==> src/rtl/gray_counter_updown.sv <==
// Registered Gray-code up/down counter with load, wrap/saturate mode, terminal-count
// and saturation pulses, plus a combinational binary decode of the count register.
module gray_counter_updown #(
  parameter int WIDTH    = 16,
  parameter int SPEED    = 2,
  parameter int SATURATE = 0
) (
  input  logic             clk_i,
  input  logic             rst_i,
  input  logic             en_i,
  input  logic             up_i,
  input  logic             load_i,
  input  logic [WIDTH-1:0] D_i,
  output logic [WIDTH-1:0] Z_o,
  output logic [WIDTH-1:0] B_o,
  output logic             tc_o,
  output logic             sat_o
);
  localparam int L = $clog2(WIDTH);

  logic [WIDTH-1:0] cnt_q, cnt_d;
  logic             par_q, par_d;
  logic             tc_q, tc_d;
  logic             sat_q, sat_d;

  logic [WIDTH-1:0] zb, pre, nb, lsb, flip, mask;
  logic             top, zero, wrap, blocked;

  // pre[i] = no bit of cnt_q set at or below position i
  assign zb = ~cnt_q;

  generate
    if (SPEED == 0) begin : g_serial
      logic [WIDTH-1:0] ch;
      always_comb begin
        logic acc;
        acc = 1'b1;
        ch  = '0;
        for (int i = 0; i < WIDTH; i++) begin
          acc   = acc & zb[i];
          ch[i] = acc;
        end
      end
      assign pre = ch;
    end else if (SPEED == 1) begin : g_bk
      // Up-sweep over stages 1..L, down-sweep over stages L+1..2L-1
      for (genvar s = 0; s < 2*L; s++) begin : g_st
        logic [WIDTH-1:0] v;
        if (s == 0) begin : g_in
          assign v = zb;
        end else begin : g_lvl
          localparam int K  = (s <= L) ? s - 1 : 2*L - 1 - s;
          localparam int SP = 2**K;
          for (genvar i = 0; i < WIDTH; i++) begin : g_b
            if ((s <= L) ? ((i + 1) % (2*SP) == 0)
                         : ((i >= 2*SP) && ((i + 1 - SP) % (2*SP) == 0))) begin : g_op
              assign v[i] = g_st[s-1].v[i] & g_st[s-1].v[i-SP];
            end else begin : g_pass
              assign v[i] = g_st[s-1].v[i];
            end
          end
        end
      end
      assign pre = g_st[2*L-1].v;
    end else begin : g_sk
      for (genvar s = 0; s <= L; s++) begin : g_st
        logic [WIDTH-1:0] v;
        if (s == 0) begin : g_in
          assign v = zb;
        end else begin : g_lvl
          localparam int K = s - 1;
          for (genvar i = 0; i < WIDTH; i++) begin : g_b
            if (((i >> K) % 2) == 1) begin : g_op
              assign v[i] = g_st[s-1].v[i] & g_st[s-1].v[((i >> K) << K) - 1];
            end else begin : g_pass
              assign v[i] = g_st[s-1].v[i];
            end
          end
        end
      end
      assign pre = g_st[L].v;
    end
  endgenerate

  assign nb   = {pre[WIDTH-2:0], 1'b1};
  assign lsb  = cnt_q & nb;
  assign flip = {lsb[WIDTH-2:0], 1'b0};
  assign top  = lsb[WIDTH-1];
  assign zero = pre[WIDTH-1];
  assign wrap = up_i ? top : zero;
  assign blocked = (SATURATE != 0) && wrap;

  // Both wrap cases (100..0 -> 0 up, 0 -> 100..0 down) are a single MSB flip.
  assign mask = (up_i ^ par_q) ? WIDTH'(1)
                               : (flip | {top | zero, {(WIDTH-1){1'b0}}});

  always_comb begin
    cnt_d = cnt_q;
    par_d = par_q;
    tc_d  = 1'b0;
    sat_d = 1'b0;
    if (load_i) begin
      cnt_d = D_i;
      par_d = ^D_i;
    end else if (en_i) begin
      if (blocked) begin
        sat_d = 1'b1;
      end else begin
        cnt_d = cnt_q ^ mask;
        par_d = ~par_q;
        tc_d  = wrap;
      end
    end
  end

  always_ff @(posedge clk_i) begin
    if (rst_i) begin
      cnt_q <= '0;
      par_q <= 1'b0;
      tc_q  <= 1'b0;
      sat_q <= 1'b0;
    end else begin
      cnt_q <= cnt_d;
      par_q <= par_d;
      tc_q  <= tc_d;
      sat_q <= sat_d;
    end
  end

  always_comb begin
    logic acc;
    acc = 1'b0;
    B_o = '0;
    for (int i = WIDTH - 1; i >= 0; i--) begin
      acc    = acc ^ cnt_q[i];
      B_o[i] = acc;
    end
  end

  assign Z_o   = cnt_q;
  assign tc_o  = tc_q;
  assign sat_o = sat_q;
endmodule

==> config.mk <==
export PLATFORM = sky130hd
export DESIGN_NAME = gray_counter_updown
export DESIGN_NICKNAME = d
export VERILOG_FILES = /design/src/rtl/gray_counter_updown.sv
export SDC_FILE = /design/constraint.sdc
export NUM_CORES = 1
export LEC_CHECK = 0
export CORE_ASPECT_RATIO = 0.9
export CORE_UTILIZATION = 45
export CTS_BUF_LIST = sky130_fd_sc_hd__clkbuf_4
export CTS_CLUSTER_SIZE = 28
export DETAILED_ROUTE_END_ITERATION = 6
export PLACE_DENSITY = 0.81
export SLEW_MARGIN = 20
export SYNTH_ARGS = -nofsm -noshare
export SYNTH_HDL_FRONTEND = slang
export SYNTH_SLANG_ARGS = --single-unit
==> constraint.sdc <==
create_clock -name clk_i -period 2.6 [get_ports clk_i]
set_clock_uncertainty 0.2 [all_clocks]
set_input_delay 0.39 -clock clk_i [delete_from_list [all_inputs] [get_ports clk_i]]
set_output_delay 0.39 -clock clk_i [all_outputs]
set_load 0.01 [all_outputs]
**Word level (Yosys, flattened, before mapping)**

Index checks and enable logic that the tools add are counted.

- Register bits after elaboration: 18
- Input bits: 21
- Output and inout bits: 34
- Logic and storage cells: 67

- Mux-type cells: 6
- Bitwise logic cells: 55
- Reduce and logical (&&, ||, !) cells: 3

Operators by type and width:

| kind | count |
|---|---|
| 16-bit two-way mux | 3 |
| 1-bit AND | 32 |
| 16-bit AND | 1 |
| 16-bit NOT | 1 |
| 16-bit OR | 1 |
| 16-bit XOR reduction | 1 |
| 1-bit XOR | 16 |
| 16-bit XOR | 1 |
| 1-bit two-way mux | 3 |
| 3-bit OR reduction | 1 |
| 1-bit NOT | 2 |
| 2-bit nonzero test | 1 |
| 1-bit OR | 1 |

**Longest topological paths before layout**

- Depth after elaboration: 15
- Depth in mapped cells: 7
- Gate-level depth less buffers: 7

**Least setup slack after synthesis**

Ideal clock, no wire load.

- Path kind: register to output
- From: register cnt_q[14], in the netlist Z_o[14]
- To: output port B_o[1]
- Arrival: 2.203 ns
- Data required time: 2.010 ns
- Slack: -0.193 ns
- Cell stages (with the launch flop): 7
- Path buffers: 0
- Cell sequence: dfxtp_1 -> inv_1 -> ha_1 -> xor2_4 -> xnor3_2 -> xor2_4 -> xor2_1

- Longest elaborated chain between the ends: 14

Ends and longest elaborated chain:

| element | RTL line | RTL |
|---|---|---|
| start: declaration | 21 | `logic [WIDTH-1:0] cnt_q, cnt_d;` |
| start signal: assignment | 123 | `cnt_q <= cnt_d;` |
| 1-bit XOR | 135 | `acc = acc ^ cnt_q[i];` |
| named net B_o[14] | 15 | `output logic [WIDTH-1:0] B_o,` |
| 1-bit XOR | 135 |  |
| named net B_o[13] | 15 |  |
| 1-bit XOR (5 in series) | 135 |  |
| named net B_o[8] | 15 |  |
| 1-bit XOR (7 in series) | 135 |  |
| end: declaration | 15 |  |

The timed path passes the listed nets, and every way through them passes these cells.

**Worst setup path after layout**

- From: register cnt_q[14], in the netlist Z_o[14]
- To: output port B_o[0]

- Longest elaborated chain between the ends: 15

Ends and longest elaborated chain:

| element | RTL line |
|---|---|
| 1-bit XOR (15 in series) | 135 |

Every way passes these cells.

==> flow_summary_export.csv <==
group,metric,value,unit
run_status,outcome,"finished with violations",
run_status,violations,"setup timing",
synth,synth_seq_cells,18,
timing,setup_violations,7,
detailed_routing,via_count,1497,
layout,final_common_cell,"clkdlybuf4s50_1",
hold_path,hold_path.class,"flop to flop",
flow_run,maxCapViolations,0,
global_route,grt_pass1_vias,1453,
detailed_routing,routedWlPerCell,13.9,um
worst_setup_path,start_kind,"flop",
layout,diodes,0,
timing,layout_setup_ws,-0.256,ns
worst_setup_path,max_stage_delay,0.36,ns
layout,final_layout_size_suffix_gt1_frac,0.278,
floorplanning,ios,55,
clock_tree,cts_max_path_buffers,2,
detailed_routing,drt-total-wl,4100,um
power_and_ir_drop,irDropWorstVdd,0.364,mV
floorplanning,die_y,56.0,um
clock_tree,cts_tree,"built",
synth,synth_fp_nets,194,
clock_tree,cts_root_buf,"clkbuf_4",
worst_setup_path,crit_path_start,"Z_o[14]$_SDFFE_PP0P_",
worst_setup_path,crit_path_end_kind,"primary output",
floorplanning,core,0.00307,mm2
power_and_ir_drop,p_leak,0.938,nW
worst_setup_path,cp_cell_sequence,"inv_2 -> ha_4 -> xor2_4 -> xnor3_2 -> buf_6 -> xor2_4 -> buf_6 -> buf_4 -> xnor2_2 -> buf_2",
placed_design,hpwl,3230,um
hold_path,min_path_cells,2,
worst_setup_path,required,2.01,ns
timing,max_freq,350,MHz
placed_design,portBuffers,53,
synth,ys.warnings.count,0,
synth,avgSynthCellArea,8.52,um2
global_route,grt_max_degree,18,
clock_tree,path_clk_slew,0.11,ns
clock_tree,cts.sinks,18,
floorplanning,die_w,62.0,um
global_route,grt_first_pass_wirelength,6500,um
floorplanning,dieArea,0.00347,mm2
clock_tree,cts_buffers,3,
worst_setup_path,worstRegToRegCells,5,
synth,yosys.area.top_type_share,0.247,
worst_setup_path,cp_slowest_cell,"dfxtp_2",
hold_path,hold_start,"Z_o[5]$_SDFFE_PP0P_",
placed_design,gp_congestion,0.769,
detailed_routing,ant_nets,0,
worst_setup_path,cp.arrival,2.27,ns
timing,post-route-period-util,1.10,
synth,netlist_instances,171,
floorplanning,start_util,0.475,
synth,yosys-top-cells-area,"dfxtp_1 (25%), xnor2_1 (19%), xor2_1 (10%), a211oi_1 (5.2%), nor2_1 (4.4%)",
worst_setup_path,r2r_end,"Z_o[9]$_SDFFE_PP0P_",
clock_tree,clk_latency,0.29,ns
power_and_ir_drop,power,0.00153,W
placed_design,placed_cells,280,
worst_setup_path,criticalPathCategory,"flop to primary output",
timing,holdWs,0.466,ns
global_route,grt-ovfl-total,0,
global_route,antenna_found_initial,0,
layout,finalNonFillerCells,294,
timing,finalHoldViolations,0,
timing,relSlewSlack,0.642,
detailed_routing,viasPerCell,5.09,
synth,synth_area,0.00146,mm2
synth,yosysTopAreaCell,"dfxtp_1",
timing,worst_pin_slew,0.536,ns
hold_path,min_to,"Z_o[5]$_SDFFE_PP0P_",
timing,rsz0062_at_grt,"true",
layout,area_growth,61.0,%
layout,fill_cells,216,
clock_tree,cts_htree_levels,1,
worst_setup_path,r2r_slack,0.40,ns
power_and_ir_drop,power.density,652,mW/mm2
layout,finish.utilization,0.765,
synth,yosys.cell_types.count,36,
layout,final_cell_mix,"clkdlybuf4s50_1 (40), buf_4 (33), xnor2_1 (25), nor2_1 (17), dfxtp_1 (16)",
clock_tree,cts_hold_buf,0,
timing,slew_viol_final,0,
detailed_routing,drc,0,
worst_setup_path,r2r_start,"Z_o[0]$_SDFFE_PP0P_",
floorplanning,rows,19,
layout,nNetsFinal,277,
synth,synth-seq-area-share,0.247,
worst_setup_path,path_max_fanout,3,
global_route,gr-usage-all-layers,0.251,
timing,period_needed,2.86,ns
detailed_routing,drt_iter0_drc,38,
detailed_routing,firstDrtPassIters,4,
## metal layers
metal	track usage	up-vias	routed length, um
met4	0.0698	0	53
met3	0.0256	6	147
met5	0	-	0
met1	0.313	697	1820
li1	-	746	-
met2	0.441	48	2080
## worst max-delay path by stage
stage                  end  depth (start not counted)  slack [ns]
CTS                 B_o[3]                         10       -0.35
detailed placement  B_o[0]                          7       -0.22
global route        B_o[3]                         10       -0.35
floorplan           B_o[1]                          6        0.02
finish              B_o[0]                         10       -0.26
global placement    B_o[0]                          8       -0.14
## state kept, by name (all words and copies together) (netlist names)
signal / count
tc_o: 1
Z_o: 16
par_q: 1
## area by class of cell
| class | instances | area, um2 | area share |
|---|---|---|---|
| multi-input combinational | 133 | 1080 | 0.462 |
| inverter | 7 | 26.3 | 0.0112 |
| tap | 42 | 52.6 | 0.0224 |
| clock buffer | 3 | 22.5 | 0.00959 |
| sequential | 18 | 363 | 0.155 |
| timing repair buffer | 91 | 798 | 0.340 |
## what timing repair did
action | in CTS | in global routing
endpoints found under the setup margin | 13 | 10
setup buffers | 9 | 5
pin swaps | 4 | 4
hold endpoints to repair | 0 | 0
resized for setup | 43 | 3
## critical path: cells and delay by family, from the launching register on
family / cells / cell delay [ns]
DFF: 1 / 0.36
buffers and inverters: 5 / 0.61
adders and majority gates: 1 / 0.29
xor gates and xnor gates: 4 / 0.72
## logic make-up after synthesis
family                     count (synthesis)  share of synthesized area
xor gates and xnor gates                  53                      0.365
AOI/OAI and AO/OA                         25                      0.113
buffers and inverters                     20                     0.0584
adders and majority gates                  2                     0.0172
other                                      1                    0.00257
and+or+nand+nor                           52                      0.197
DFF                                       18                      0.247
## synthesized netlist by cell type
cell      instances
nand2_1           8
or3_1             1
xnor2_2           2
xor2_1           17
buf_2             1
nand4_2           1
xnor3_2           1
ha_1              2
nor4b_2           1
a311oi_1          1
o21ai_0           3
dfxtp_1          18
nor4_1            2
xor2_4            2
xnor2_1          31
nor3_1            5
nand4_1           5
clkbuf_1          9
nand4b_1          2
o31a_1            1
and4_1            1
conb_1            1
clkbuf_2          1
inv_1             7
nand3_1           2
a221oi_1          1
o22ai_1           2
a21oi_1           6
nor4_2            1
a211oi_1         10
a31oi_1           1
nor3b_1           3
nor2_1           17
nor2b_1           2
nand2b_1          1
buf_4             2
## power by group
part           internal, W  switching [W]
logic             0.000596       0.000467
registers         0.000299      0.0000275
clock network    0.0000538      0.0000886
## per-stage QoR
step           setup WS, ns  TNS (ns)  instance area [um2]
6_report             -0.256     -1.03                 2350
5_1_grt              -0.348     -1.63                 2350
4_1_cts              -0.345     -1.55                 2290
3_5_place_dp         -0.219     -1.20                 2250
3_3_place_gp         -0.136    -0.649                 2250
2_1_floorplan        0.0183         0                 1510
No activity file was read; power rests on OpenSTA's default activity.
